### config.mk
export PLATFORM = sky130hd
export DESIGN_NAME = hazard_detection_unit
export DESIGN_NICKNAME = d
export VERILOG_FILES = /design/src/rtl/cpu_pkg.sv /design/src/rtl/hazard_slot_reg.sv /design/src/rtl/hazard_detection_unit.sv
export SDC_FILE = /design/constraint.sdc
export NUM_CORES = 1
export LEC_CHECK = 0
export CORE_UTILIZATION = 50
export CTS_CLUSTER_SIZE = 16
export DETAILED_ROUTE_END_ITERATION = 6
export PLACE_DENSITY = 0.81
export SLEW_MARGIN = 25
export SYNTH_ARGS = -nofsm -noshare
export SYNTH_HDL_FRONTEND = slang
export SYNTH_SLANG_ARGS = --single-unit
export TNS_END_PERCENT = 20
### constraint.sdc
create_clock -name clk -period 2.9 [get_ports clk]
set_clock_uncertainty 0.1 [all_clocks]
set_input_delay 0.58 -clock clk [delete_from_list [all_inputs] [get_ports clk]]
set_output_delay 0.58 -clock clk [all_outputs]
set_load 0.01 [all_outputs]
### src/rtl/cpu_pkg.sv
// -----------------------------------------------------------------------------
// cpu_pkg
// Shared definitions for the issue-side hazard logic.
//   REG_W    : register-index width
//   ZERO_REG : architectural zero register (never creates a dependency)
//   slot_t   : shadow copy of one pipeline slot {valid, dest, wb_en, mem_r_en}
//   BUBBLE   : empty slot (all zero)
//   slot_match() : RAW test of one source register against one slot
// -----------------------------------------------------------------------------
package cpu_pkg;

   localparam int REG_W = 5;

   localparam logic [REG_W-1:0] ZERO_REG = '0;

   typedef struct packed {
      logic             valid;
      logic [REG_W-1:0] dest;
      logic             wb_en;
      logic             mem_r_en;
   } slot_t;

   localparam slot_t BUBBLE = '0;

   // A slot produces a value for src only if it is a real instruction that
   // writes the register file, targets src, and src is not the zero register.
   function automatic logic slot_match(input slot_t s, input logic [REG_W-1:0] src);
      return s.valid & s.wb_en & (s.dest == src) & (src != ZERO_REG);
   endfunction

endpackage

### src/rtl/hazard_slot_reg.sv
// -----------------------------------------------------------------------------
// hazard_slot_reg
// One shadow pipeline slot register.
//   clk  : clock, updates on posedge
//   rst  : synchronous active-high reset, loads BUBBLE
//   hold : pipeline freeze; q keeps its value
//   d    : next slot contents
//   q    : current slot contents
// -----------------------------------------------------------------------------
module hazard_slot_reg
   import cpu_pkg::*;
(
   input  logic  clk,
   input  logic  rst,
   input  logic  hold,
   input  slot_t d,
   output slot_t q
);

   slot_t r_slot;

   // NOTE: sequential state uses non-blocking assignments so every slot
   // samples its neighbour's pre-edge value and the chain shifts by one.
   always_ff @(posedge clk) begin
      if (rst) begin
         r_slot <= BUBBLE;
      end else if (!hold) begin
         r_slot <= d;
      end
   end

   assign q = r_slot;

endmodule

### src/rtl/hazard_detection_unit.sv
// -----------------------------------------------------------------------------
// hazard_detection_unit
// Decides whether the ID-stage instruction may advance into EXE, keeps a shadow
// of the EXE/MEM/WB destination fields for the forwarding unit, and counts
// stall cycles.
//   clk, rst            : clock, synchronous active-high reset
//   src1_ID, src2_ID    : source registers of the ID instruction
//   is_two_source       : src2_ID is actually read
//   valid_ID            : ID slot holds a real instruction
//   dest_ID, WB_EN_ID,
//   MEM_R_EN_ID         : fields copied into EXE when the instruction issues
//   forward_en          : 1 = only load-use stalls, 0 = stall on any EXE/MEM RAW
//   freeze              : memory wait, whole pipeline holds
//   flush               : squash the ID instruction (EXE gets a bubble)
//   hazard              : stall IF/ID this cycle (combinational)
//   dest_MEM, dest_WB   : registered destinations of MEM and WB slots
//   WB_EN_MEM, WB_EN_WB : registered write enables, 0 for invalid slots
//   MEM_R_EN_EXE        : EXE slot holds a valid load
//   stall_count         : cycles with hazard=1 and freeze=0, saturating
// -----------------------------------------------------------------------------
module hazard_detection_unit #(
   parameter int REG_W = cpu_pkg::REG_W,
   parameter int CNT_W = 32
) (
   input  logic             clk,
   input  logic             rst,
   input  logic [REG_W-1:0] src1_ID,
   input  logic [REG_W-1:0] src2_ID,
   input  logic             is_two_source,
   input  logic             valid_ID,
   input  logic [REG_W-1:0] dest_ID,
   input  logic             WB_EN_ID,
   input  logic             MEM_R_EN_ID,
   input  logic             forward_en,
   input  logic             freeze,
   input  logic             flush,
   output logic             hazard,
   output logic [REG_W-1:0] dest_MEM,
   output logic [REG_W-1:0] dest_WB,
   output logic             WB_EN_MEM,
   output logic             WB_EN_WB,
   output logic             MEM_R_EN_EXE,
   output logic [CNT_W-1:0] stall_count
);

   import cpu_pkg::slot_t;
   import cpu_pkg::BUBBLE;
   import cpu_pkg::slot_match;

   slot_t            w_exe_d;
   slot_t            w_exe_q;
   slot_t            w_mem_q;
   slot_t            w_wb_q;
   logic             w_hit_exe;
   logic             w_hit_mem;
   logic             w_hazard;
   logic [CNT_W-1:0] r_stall_count;

   // ---------------------------------------------------------------- match --
   assign w_hit_exe = slot_match(w_exe_q, src1_ID)
                    | (is_two_source & slot_match(w_exe_q, src2_ID));
   assign w_hit_mem = slot_match(w_mem_q, src1_ID)
                    | (is_two_source & slot_match(w_mem_q, src2_ID));

   // With forwarding only a load still in EXE cannot be bypassed; without it
   // any producer in EXE or MEM blocks. WB writes before ID reads, so never.
   assign w_hazard = valid_ID & (forward_en ? (w_hit_exe & w_exe_q.mem_r_en)
                                            : (w_hit_exe | w_hit_mem));

   assign hazard = w_hazard;

   // ------------------------------------------------------------ EXE input --
   // NOTE: every signal written in always_comb gets a default first so no
   // path leaves it unassigned and no latch is inferred.
   always_comb begin
      w_exe_d = BUBBLE;
      if (valid_ID && !flush && !w_hazard) begin
         w_exe_d.valid    = 1'b1;
         w_exe_d.dest     = dest_ID;
         w_exe_d.wb_en    = WB_EN_ID;
         w_exe_d.mem_r_en = MEM_R_EN_ID;
      end
   end

   // ---------------------------------------------------------------- slots --
   hazard_slot_reg u_exe (
      .clk  (clk),
      .rst  (rst),
      .hold (freeze),
      .d    (w_exe_d),
      .q    (w_exe_q)
   );

   hazard_slot_reg u_mem (
      .clk  (clk),
      .rst  (rst),
      .hold (freeze),
      .d    (w_exe_q),
      .q    (w_mem_q)
   );

   hazard_slot_reg u_wb (
      .clk  (clk),
      .rst  (rst),
      .hold (freeze),
      .d    (w_mem_q),
      .q    (w_wb_q)
   );

   // -------------------------------------------------------- stall counter --
   always_ff @(posedge clk) begin
      if (rst) begin
         r_stall_count <= '0;
      end else if (w_hazard && !freeze && (r_stall_count != '1)) begin
         r_stall_count <= r_stall_count + CNT_W'(1);
      end
   end

   // -------------------------------------------------------------- outputs --
   assign dest_MEM     = w_mem_q.dest;
   assign dest_WB      = w_wb_q.dest;
   assign WB_EN_MEM    = w_mem_q.valid & w_mem_q.wb_en;
   assign WB_EN_WB     = w_wb_q.valid & w_wb_q.wb_en;
   assign MEM_R_EN_EXE = w_exe_q.valid & w_exe_q.mem_r_en;
   assign stall_count  = r_stall_count;

endmodule

==> impl_metrics.tcl <==
set metrics [dict create \
    num_rows 27 \
    ys_seq_elements 54 \
    ir_drop_mv 0.2980 \
    violations "negative setup slack" \
    slowest_delay_ns 0.49 \
    place_hpwl_mm 5.116 \
    p_leak_nw 1.363 \
    power_switching_uw 310.1 \
    antenna_cells 0 \
    layout_setup_ws_ns -0.03585 \
    gp_congestion 0.8335 \
    area_growth_pct 30.72 \
    hold_viol_final 0 \
    switching_share 0.2088 \
    final_max_slew_viol_count 0 \
    finalSetupViolations 1 \
    p_seq_frac 0.506 \
    die_x_um 77.83 \
    fmax_ghz 0.3406 \
    critPathLaunchType "input port" \
    crit_arrival_ns 2.26 \
    fin_area_um2 3759 \
    drc_errors 0 \
    combPwrFrac 0.078 \
    critPathMaxFanout 2 \
    first_pass_iters 4 \
    ys_seq_area_frac 0.3760 \
    grt-ovfl-total 0 \
    layout_common_cells "61 x clkdlybuf4s50_1, 54 x dfxtp_1, 32 x nor2_1" \
    path_buf_inv 2 \
    fin_nets 417 \
    cts_root_buf "clkbuf_8" \
    p_clk_frac 0.415 \
    dp.cells 457 \
    timing.final.crit_share 1.012 \
    synth_cell_types 41 \
    instances_no_fill 465 \
    outcome "finished with violations" \
    clockBufferDepth 2 \
    cpLargestDelayFamily "simple AND/OR/NAND/NOR gates" \
    start_util 0.5190 \
    grt.met3_usage 0.05529 \
    drive_gt1_frac 0.09924 \
    grt_pass1_vias 2480 \
    grt_pass1_wl_mm 11.79 \
    critical_path_class "in -> out" \
    ctsHoldBuffers 0 \
    power_mw 1.485 \
    viasPerCell 5.716 \
    dieHeight_um 77.83 \
    wirelength_mm 7.160 \
    cts_max_level 2 \
    synth-edff-count 0 \
    tightest_slew_ns 0.6718 \
    synth_ff_type "dfxtp_1" \
    busiest_layer "met2" \
    worstPathRequired_ns 2.22 \
    crit_path_start "src1_ID[1]" \
    grt_max_degree 54 \
    clock_latency_ns 0.31 \
    power_density_nw_per_um2 395.0 \
    place_area_um2 3601 \
    fin_util 0.6784 \
    slew_headroom 0.5522 \
    antenna_found_initial 0 \
    port-buffer-count 69 \
    drtIter0Drc 153 \
    cts_made_buffers 5 \
    num_vias 2658 \
    grtUsageTotal 0.2464 \
    p_int_mw 1.175 \
    synthArstFlopShare 0 \
    place_ws_ns -0.5522 \
    end_kind "output pin" \
    hold_start "u_wb.q[1]$_SDFFE_PP0N_" \
    syn_inst 330 \
    final_common_cell "clkdlybuf4s50_1" \
    crit_chain "clkdlybuf4s50_1, or4_1, nor2_2, nor4_2, a31oi_1, o31a_1, nor2b_1, buf_2" \
    ys.warnings.count 0 \
    cts.sinks 54 \
    antenna_left 0 \
    r2r-start "stall_count[10]$_SDFFE_PP0P_" \
    syn_nets 355 \
    core_area_um2 5540 \
    grt_use_met1 0.3203 \
    dieArea_um2 6058 \
    wl_per_cell_um 15.40 \
    hold_path_class "reg -> reg" \
    critPathSlowestCell "or4_1" \
    grt_setup_unrepaired "yes" \
    avgSynthCellArea_um2 8.713 \
    netlist_area_um2 2875 \
    clk_pin_slew_ns 0.10 \
    max_cap_violations 0 \
    met2_usage 0.3982 \
    cts_tree "built" \
    min_period_ns 2.936 \
    num_io_pins 70 \
]
through the flow:
| stage | TNS (ns) | hold slack (ns) |
|---|---|---|
| 6_report | -0.03585 | 0.4101 |
| 5_1_grt | -0.1964 | 0.4423 |
| 4_1_cts | 0 | 0.4086 |
| 3_5_place_dp | -15.44 | 0.3862 |
| 3_3_place_gp | -10.62 | 0.3705 |
| 2_1_floorplan | 0 | 0.3553 |
sequential cells by signal (all words and copies together), names as in the netlist:
name         flops
u_mem.q          7
u_exe.q          8
stall_count     32
u_wb.q           7
worst paths after layout:
kind	to	slack, ns	cells past startpoint
worst min-delay path	u_wb.q[1]$_SDFFE_PP0N_	0.41	2
worst max register to register	stall_count[0]$_SDFFE_PP0P_	0.29	7
worst max-delay path	hazard	-0.04	8
worst min register to register	u_wb.q[1]$_SDFFE_PP0N_	0.41	2
final cells by class:
class,count,area (µm²)
repair buffers,85,797.0
clock buffers,6,82.58
inverters,3,11.26
well taps,72,90.09
multi-input cells,243,1637
fillers,451,1782
clock inverters,2,60.06
flip-flops and latches,54,1081
kinds of logic after synthesis:
group | share of synthesized area
DFF | 0.3760
xor gates and xnor gates | 0.06092
AOI/OAI and AO/OA | 0.1158
and+or+nand+nor | 0.2846
adders and majority gates | 0.004351
buffers and inverters | 0.06310
muxes | 0.09530
routing by layer:
layer	up-vias	share of wire
li1	1315	-
met1	1253	0.44
met2	84	0.50
met3	6	0.050
met4	0	0.0098
met5	-	0
synth_stat cells, types with 4 or more instances:
library cell	count	share of area
nand3_1	11	0.019
or4_1	13	0.034
nand4_1	15	0.033
buf_2	4	0.0070
o31ai_1	11	0.029
o21ai_0	8	0.014
xor2_1	7	0.021
nor2b_1	14	0.030
and2_1	4	0.0087
nand2_1	11	0.014
or3_1	8	0.017
a21oi_1	19	0.033
nor3_1	6	0.010
mux2_2	5	0.020
nor4_1	5	0.011
mux2_1	6	0.023
and3_1	11	0.024
dfxtp_1	54	0.38
buf_4	10	0.026
nor2_1	33	0.043
xnor2_1	13	0.040
a22o_1	7	0.021
clkbuf_1	12	0.016
mux2i_1	15	0.052
power groups by stage:
stage / Combinational, mW / Clock (mW) / Sequential, mW
after floorplan: 0.0550 / 0 / 0.767
after global placement: 0.111 / 0 / 0.769
after detailed placement: 0.114 / 0 / 0.769
after CTS: 0.115 / 0.626 / 0.752
after global routing: 0.125 / 0.668 / 0.753
final: 0.116 / 0.617 / 0.752
repair_timing:
item	in CTS	in global routing
pin swaps	6	0
setup endpoints to repair	30	11
buffers inserted	1	0
resized for setup	15	1
hold endpoints to repair	0	0
tightest hold or removal path, stage by stage, from the launching register on:
cell     delay, ns
dfxtp_1       0.34
mux2i_1       0.07
nor2_1        0.08
No activity file was read; power rests on OpenSTA's default activity.
